<file path="config.mk">
export PLATFORM = sky130hd
export DESIGN_NAME = instruction_fetch
export DESIGN_NICKNAME = d
export VERILOG_FILES = /design/src/rtl/instruction_fetch.sv
export SDC_FILE = /design/constraint.sdc
export NUM_CORES = 1
export LEC_CHECK = 0
export ABC_AREA = 0
export BUFFER_PORTS_ARGS = -buffer_cell sky130_fd_sc_hd__buf_2
export CORE_ASPECT_RATIO = 1.2
export CORE_MARGIN = 5
export CORE_UTILIZATION = 40
export DETAILED_ROUTE_END_ITERATION = 16
export SETUP_SLACK_MARGIN = 0.4
export SYNTH_ARGS = -nofsm -noshare
export SYNTH_HDL_FRONTEND = slang
export SYNTH_SLANG_ARGS = --single-unit
export TNS_END_PERCENT = 100
</file>
<file path="constraint.sdc">
create_clock -name clk -period 2.32 [get_ports clk]
set_input_delay 0.232 -clock clk [delete_from_list [all_inputs] [get_ports clk]]
set_output_delay 0.232 -clock clk [all_outputs]
set_load 0.03 [all_outputs]
</file>
<file path="src/rtl/instruction_fetch.sv">
// Instruction fetch front end: drives word addresses to a one-cycle-latency
// instruction memory and buffers returned words in an in-order queue for decode.
module instruction_fetch #(
    parameter logic [31:0] RESET_PC    = 32'h0,
    parameter int unsigned QUEUE_DEPTH = 4
) (
    input  logic        clk,
    input  logic        rst,
    output logic [31:0] out_pc,
    input  logic [31:0] in_inst,
    input  logic        redirect,
    input  logic [31:0] redirect_pc,
    input  logic        halt,
    output logic        inst_valid,
    output logic [31:0] inst,
    output logic [31:0] inst_pc,
    input  logic        inst_ready
);

    localparam int unsigned PTR_W = (QUEUE_DEPTH > 1) ? $clog2(QUEUE_DEPTH) : 1;
    localparam int unsigned CNT_W = $clog2(QUEUE_DEPTH + 1);

    logic [31:0]      out_pc_q, out_pc_d;
    logic             inflight_valid_q, inflight_valid_d;
    logic [31:0]      inflight_pc_q, inflight_pc_d;
    logic [31:0]      q_pc_q   [QUEUE_DEPTH];
    logic [31:0]      q_pc_d   [QUEUE_DEPTH];
    logic [31:0]      q_inst_q [QUEUE_DEPTH];
    logic [31:0]      q_inst_d [QUEUE_DEPTH];
    logic [PTR_W-1:0] rd_ptr_q, rd_ptr_d;
    logic [PTR_W-1:0] wr_ptr_q, wr_ptr_d;
    logic [CNT_W-1:0] count_q, count_d;

    logic [CNT_W:0]   occupancy;
    logic             issue;
    logic             push;
    logic             pop;

    // Credit check counts the in-flight word so a full queue can never be overrun.
    assign occupancy = {1'b0, count_q} + (CNT_W+1)'(inflight_valid_q);
    assign issue     = !halt && !redirect && (occupancy < (CNT_W+1)'(QUEUE_DEPTH));
    assign push      = inflight_valid_q;

    assign inst_valid = (count_q != '0) && !redirect;
    assign pop        = inst_valid && inst_ready;
    assign out_pc     = out_pc_q;
    assign inst       = q_inst_q[rd_ptr_q];
    assign inst_pc    = q_pc_q[rd_ptr_q];

    always_comb begin
        out_pc_d         = out_pc_q;
        inflight_valid_d = inflight_valid_q;
        inflight_pc_d    = inflight_pc_q;
        q_pc_d           = q_pc_q;
        q_inst_d         = q_inst_q;
        rd_ptr_d         = rd_ptr_q;
        wr_ptr_d         = wr_ptr_q;
        count_d          = count_q;

        if (redirect) begin
            // Flush: drop queue and the arriving word, restart at the new target.
            out_pc_d         = redirect_pc;
            inflight_valid_d = 1'b0;
            rd_ptr_d         = '0;
            wr_ptr_d         = '0;
            count_d          = '0;
        end else begin
            inflight_valid_d = issue;
            if (issue) begin
                inflight_pc_d = out_pc_q;
                out_pc_d      = out_pc_q + 32'd1;
            end
            if (push) begin
                q_pc_d[wr_ptr_q]   = inflight_pc_q;
                q_inst_d[wr_ptr_q] = in_inst;
                wr_ptr_d           = wr_ptr_q + PTR_W'(1);
            end
            if (pop) begin
                rd_ptr_d = rd_ptr_q + PTR_W'(1);
            end
            if (push && !pop) begin
                count_d = count_q + CNT_W'(1);
            end else if (pop && !push) begin
                count_d = count_q - CNT_W'(1);
            end
        end
    end

    always_ff @(posedge clk) begin
        if (rst) begin
            out_pc_q         <= RESET_PC;
            inflight_valid_q <= 1'b0;
            inflight_pc_q    <= '0;
            rd_ptr_q         <= '0;
            wr_ptr_q         <= '0;
            count_q          <= '0;
            for (int i = 0; i < int'(QUEUE_DEPTH); i++) begin
                q_pc_q[i]   <= '0;
                q_inst_q[i] <= '0;
            end
        end else begin
            out_pc_q         <= out_pc_d;
            inflight_valid_q <= inflight_valid_d;
            inflight_pc_q    <= inflight_pc_d;
            rd_ptr_q         <= rd_ptr_d;
            wr_ptr_q         <= wr_ptr_d;
            count_q          <= count_d;
            for (int i = 0; i < int'(QUEUE_DEPTH); i++) begin
                q_pc_q[i]   <= q_pc_d[i];
                q_inst_q[i] <= q_inst_d[i];
            end
        end
    end

endmodule

</file>
# Word-level counts from Yosys, hierarchy flattened
# Cells that the tools add are included.
# totals
ff_bits,328
inputBits,69
output_inout_bits,97
# op_classes
add_sub_neg,6
n_lt_le_gt_ge,4
n_mux,14
n_bitwise,3
reduce_logical,17
# ops
cell,n
bitwise mux 128 bit,2
2-to-1 mux 32 bit,7
binary-select mux 32 bit (select 2 bit),2
demux 32 bit (select 2 bit),1
"adder 32 x 1 -> 32 bit, second input constant",1
logical AND 1 bit,7
">= comparator 3 bit, second input constant",2
2-to-1 mux 3 bit,2
inverter 2 -> 3 bit,2
"adder 2 x 1 -> 2 bit, second input constant",2
adder 3 x 1 -> 4 bit,1
zero test 1 bit,4
"< comparator 4 x 3 -> 1 bit, second input constant",1
AND reduction 2 bit,2
nonzero test 2 bit,2
"adder 3 x 1 -> 3 bit, second input constant",1
"< comparator 3 x 1 -> 1 bit, second input constant",1
nonzero test 3 bit,1
"subtractor 3 x 1 -> 3 bit, second input constant",1
OR reduction 2 bit,1
inverter 1 bit,1

# Longest topological paths before layout
# depth
word_depth,6
mapped_depth,9

# Worst setup path after synthesis
# OpenSTA, ideal clock, no wires.
# synth_timing
kind,register -> register
startpoint,reg count_q[0]
endpoint,reg count_q[2]
arrival_ns,2.019
path_slack_ns,0.232
stages_incl_launch_ff,10
n_path_buf,0
synth_period_minus_slack_ns,2.088
cell_sequence,dfxtp_1 > nor3_1 > nor2_1 > nand2_1 > ha_1 > inv_1 > fa_1 > xor2_1 > or3_1 > a21oi_1
# synth_between
elab_chain_cells,6
word_cells_on_any_way,11
# synth_rtl
item,line_no,source
start: declaration,32,"logic [CNT_W-1:0] count_q, count_d;"
start signal: assignment,107,count_q <= count_d;
nonzero test 3 bit (*),44,assign inst_valid = (count_q != '0) && !redirect;
logical AND 1 bit (*),44,
via inst_valid,14,"output logic inst_valid,"
logical AND 1 bit (*),45,assign pop = inst_valid && inst_ready;
zero test 1 bit,81,if (push && !pop) begin
logical AND 1 bit,81,
2-to-1 mux 3 bit / nonzero test 2 bit (equally long branches),-,
# Mark *: on every way through the listed nets, which the timed path passes. The rest lies on a longest branch. The select of a mux whose other input is x is not followed.
# A chain may end at the register's enable or synchronous reset.

# Worst setup path in the final report
# layout_timing
startpoint,reg rd_ptr_q[0]
endpoint,out inst[22]
# layout_between
elab_chain_cells,4
# layout_rtl
item,line_no,source
start: declaration,30,"logic [PTR_W-1:0] rd_ptr_q, rd_ptr_d;"
start signal: assignment,105,rd_ptr_q <= rd_ptr_d;
inverter 2 -> 3 bit (implied by the code),47,assign inst = q_inst_q[rd_ptr_q];
binary-select mux 32 bit (select 2 bit),47,
2-to-1 mux 32 bit (implied by the code) (2 in a row),47,
end: declaration,15,"output logic [31:0] inst,"
# Every way passes these cells. The select of a mux whose other input is x is not followed.

==> results.yml <==
synth:
  synth.distinct_cells: 46
  synthFlopType: "dfxtp_1"
  syn_area_sq_mm: 0.0136
  netlist_top_cells_area: "dfxtp_1 (48%), nand2_1 (17%), a21oi_1 (11%), mux4_2 (11%), clkbuf_1 (2.8%)"
  synth.avg_cell_area_sq_um: 8.39
  synth.largest_area_cell: "dfxtp_1"
  synth-edff-count: 0
  synthTopCellsByCount: "nand2_1 (615), dfxtp_1 (328), a21oi_1 (301)"
  syn-num-nets: 1693
  yosysMostFrequentCell: "nand2_1"
  ys_ff_latch: 328
  yosysWarnings: 0
  async_reset_ff_frac: 0
  netlist_instances: 1617
  yosysTopAreaCellShare: 0.484
  seq_area_frac_synth: 0.484
floorplan:
  core-area_sq_mm: 0.0333
  die-area_sq_mm: 0.0377
  die_height_um: 212
  die_w_um: 178
  initial_utilization: 0.407
  rows: 73
  pin_count: 166
power_and_ir_drop:
  cellPowerDensity_mw_per_mm2: 692
  leakagePower_nw: 6.16
  ir_drop_mv: 0.461
sta:
  worst_pin_slew_ns: 0.662
  drv_slew: 0
  post-route-min-period_ns: 2.16
  grt_setup_unrepaired: "true"
  fmax_mhz: 463
  hold_viol: 0
  clock_skew_ns: 0.00799
  setup_ws_ns: 0.158
  slew_headroom: 0.558
  setup_tns_ns: 0
  finalSetupViolations: 0
  period_share: 0.932
place:
  dp_slack_ns: 0.236
  dpl_cell_area_sq_mm: 0.0150
  gp_congestion: 0.825
  hpwl_um: 23000
  portBuffers: 165
critical_path:
  crit_path_cell_trace: "buf_12 -> clkbuf_16 -> mux4_2 -> buf_6"
  regToRegSetupSlack_ns: 0.41
  cp_top_family: "multiplexers"
  worstPathRequired_ns: 2.09
  critPathKind: "flop to output port"
  worst-path-max-fanout: 5
  crit_buf_inv: 3
  cp.arrival_ns: 1.93
  slowest_delay_ns: 0.53
  cp_slowest_cell: "mux4_2"
  cp-end-kind: "output port"
  cp-start-kind: "flop"
cts:
  clockRootBuffer: "clkbuf_16"
  clock_latency_ns: 0.51
  cts.htree.levels: 2
  cts_tree: "yes"
  clock-sinks: 328
  clk_pin_slew_worst_paths_ns: 0.06
  cts_buffer_depth: 3
  cts_buffers: 36
finish:
  post-route-util: 0.530
  layout.nets: 1903
  final.fill_count: 3043
  final_area_sq_mm: 0.0177
  drive_gt1_frac: 0.221
  diodes: 0
  areaGrowthSynthToFinish_pct: 30.2
min_path:
  hp-class: "input pin to flop"
detailed_routing:
  drc: 0
  wl_per_cell_um: 18.0
  drtIter0Drc: 864
  vias: 12217
  drt_wl_total_um: 41300
  viasPerCell: 5.31
  ant_nets: 0
  dr.pass1.iters: 5
grt:
  grt_max_degree: 144
  gr-total-overflow: 0
  antenna_found_initial: 0
  grt_pass1_vias: 11836
  grt_use_total: 0.210
  grt_pass1_wl_um: 64200
outcome:
  status: "finished clean"
flow_run:
  drv_cap: 0
[per-layer routing]
| layer | wire, um | global-route usage | vias to the layer above | part of all wire |
|---|---|---|---|---|
| met5 | 0 | 0 | - | 0 |
| met4 | 778 | 0.0568 | 0 | 0.019 |
| met3 | 2920 | 0.0430 | 51 | 0.071 |
| met2 | 20000 | 0.349 | 392 | 0.48 |
| met1 | 17600 | 0.280 | 5850 | 0.43 |
| li1 | - | - | 5924 | - |
[final timing paths]
| check | start | end | cells past startpoint |
|---|---|---|---|
| max reg2reg | count_q[0]$_SDFFE_PP0P_ | count_q[2]$_SDFFE_PP0P_ | 9 |
| min | redirect_pc[2] | out_pc[2]$_SDFFE_PP0P_ | 3 |
| min reg2reg | q_pc_q[89]$_SDFFE_PP0P_ | q_pc_q[89]$_SDFFE_PP0P_ | 2 |
| max | rd_ptr_q[0]$_SDFFE_PP0P_ | inst[22] | 4 |
[kinds of logic after synthesis]
| kind of cell | after synthesis | synth area share |
|---|---|---|
| simple gates | 716 | 0.215 |
| compound gates | 355 | 0.139 |
| flops | 328 | 0.484 |
| buf+inv | 132 | 0.0376 |
| mux | 70 | 0.111 |
| xor+xnor | 9 | 0.00581 |
| fa+ha+maj | 7 | 0.00701 |
[cell usage in the layout (no fill, tap or decap), types with 4 or more instances in the layout]
| cell | n |
|---|---|
| nand2_1 | 609 |
| dfxtp_1 | 310 |
| a21oi_1 | 301 |
| buf_2 | 101 |
| buf_4 | 67 |
| mux4_2 | 64 |
| dlygate4sd3_1 | 51 |
| buf_6 | 44 |
| clkbuf_16 | 40 |
| nor2_1 | 20 |
| buf_12 | 20 |
| a31oi_1 | 15 |
| clkbuf_1 | 14 |
| nand4_1 | 13 |
| nand3_1 | 13 |
| dfxtp_2 | 13 |
| inv_1 | 10 |
| or3_1 | 9 |
| o211ai_1 | 9 |
| o21ai_0 | 9 |
| nand2_2 | 7 |
| xor2_1 | 7 |
| buf_16 | 6 |
| o311ai_0 | 5 |
| ha_1 | 5 |
| dfxtp_4 | 5 |
| and2_2 | 4 |
| and3_1 | 4 |
| and2_1 | 4 |
| o22ai_1 | 4 |
| or4_1 | 4 |
| mux2_2 | 4 |
[registers in the layout, indices dropped and copies added, names as in the netlist]
name,cells
q_pc_q,128
inflight_valid_q,1
out_pc,32
count_q,3
rd_ptr_q,2
q_inst_q,128
inflight_pc_q,32
wr_ptr_q,2
[cell type report]
type | count | area, sq um | area share
Multi-Input combinational cell | 1157 | 6600 | 0.374
Clock buffer | 55 | 1040 | 0.0592
Clock inverter | 7 | 114 | 0.00645
Tap cell | 450 | 563 | 0.0319
Sequential cell | 328 | 6600 | 0.374
Timing Repair Buffer | 294 | 2690 | 0.153
Inverter | 10 | 37.5 | 0.00213
[worst min-delay path, cell delays in order]
cell,delay (ns)
buf_2,0.10
a222oi_1,0.09
nor2_1,0.08
[power breakdown]
part	switching, mW	internal [mW]	total (mW)
combinational	0.448	0.294	0.742
clock	2.26	3.44	5.70
sequential	0.0918	5.70	5.79
[through the flow]
stage / hold WS [ns] / power (mW) / instances
floorplan: 0.368 / 6.26 / 1617
global placement: 0.438 / 6.53 / 2151
detailed placement: 0.445 / 6.54 / 2151
CTS: 0.000620 / 12.3 / 2292
global route: 0.0146 / 12.6 / 2301
finish: 0.0292 / 12.2 / 2301
[timing repair]
item | CTS | global route
hold buffers | 51 | 0
setup endpoints to repair | 80 | 87
pin swaps | 3 | 5
endpoints found under the hold margin | 145 | 0
buffers inserted | 22 | 7
cloned | 6 | 2
resized for setup | 95 | 61
Note: power is estimated with default switching activity, not from simulation.
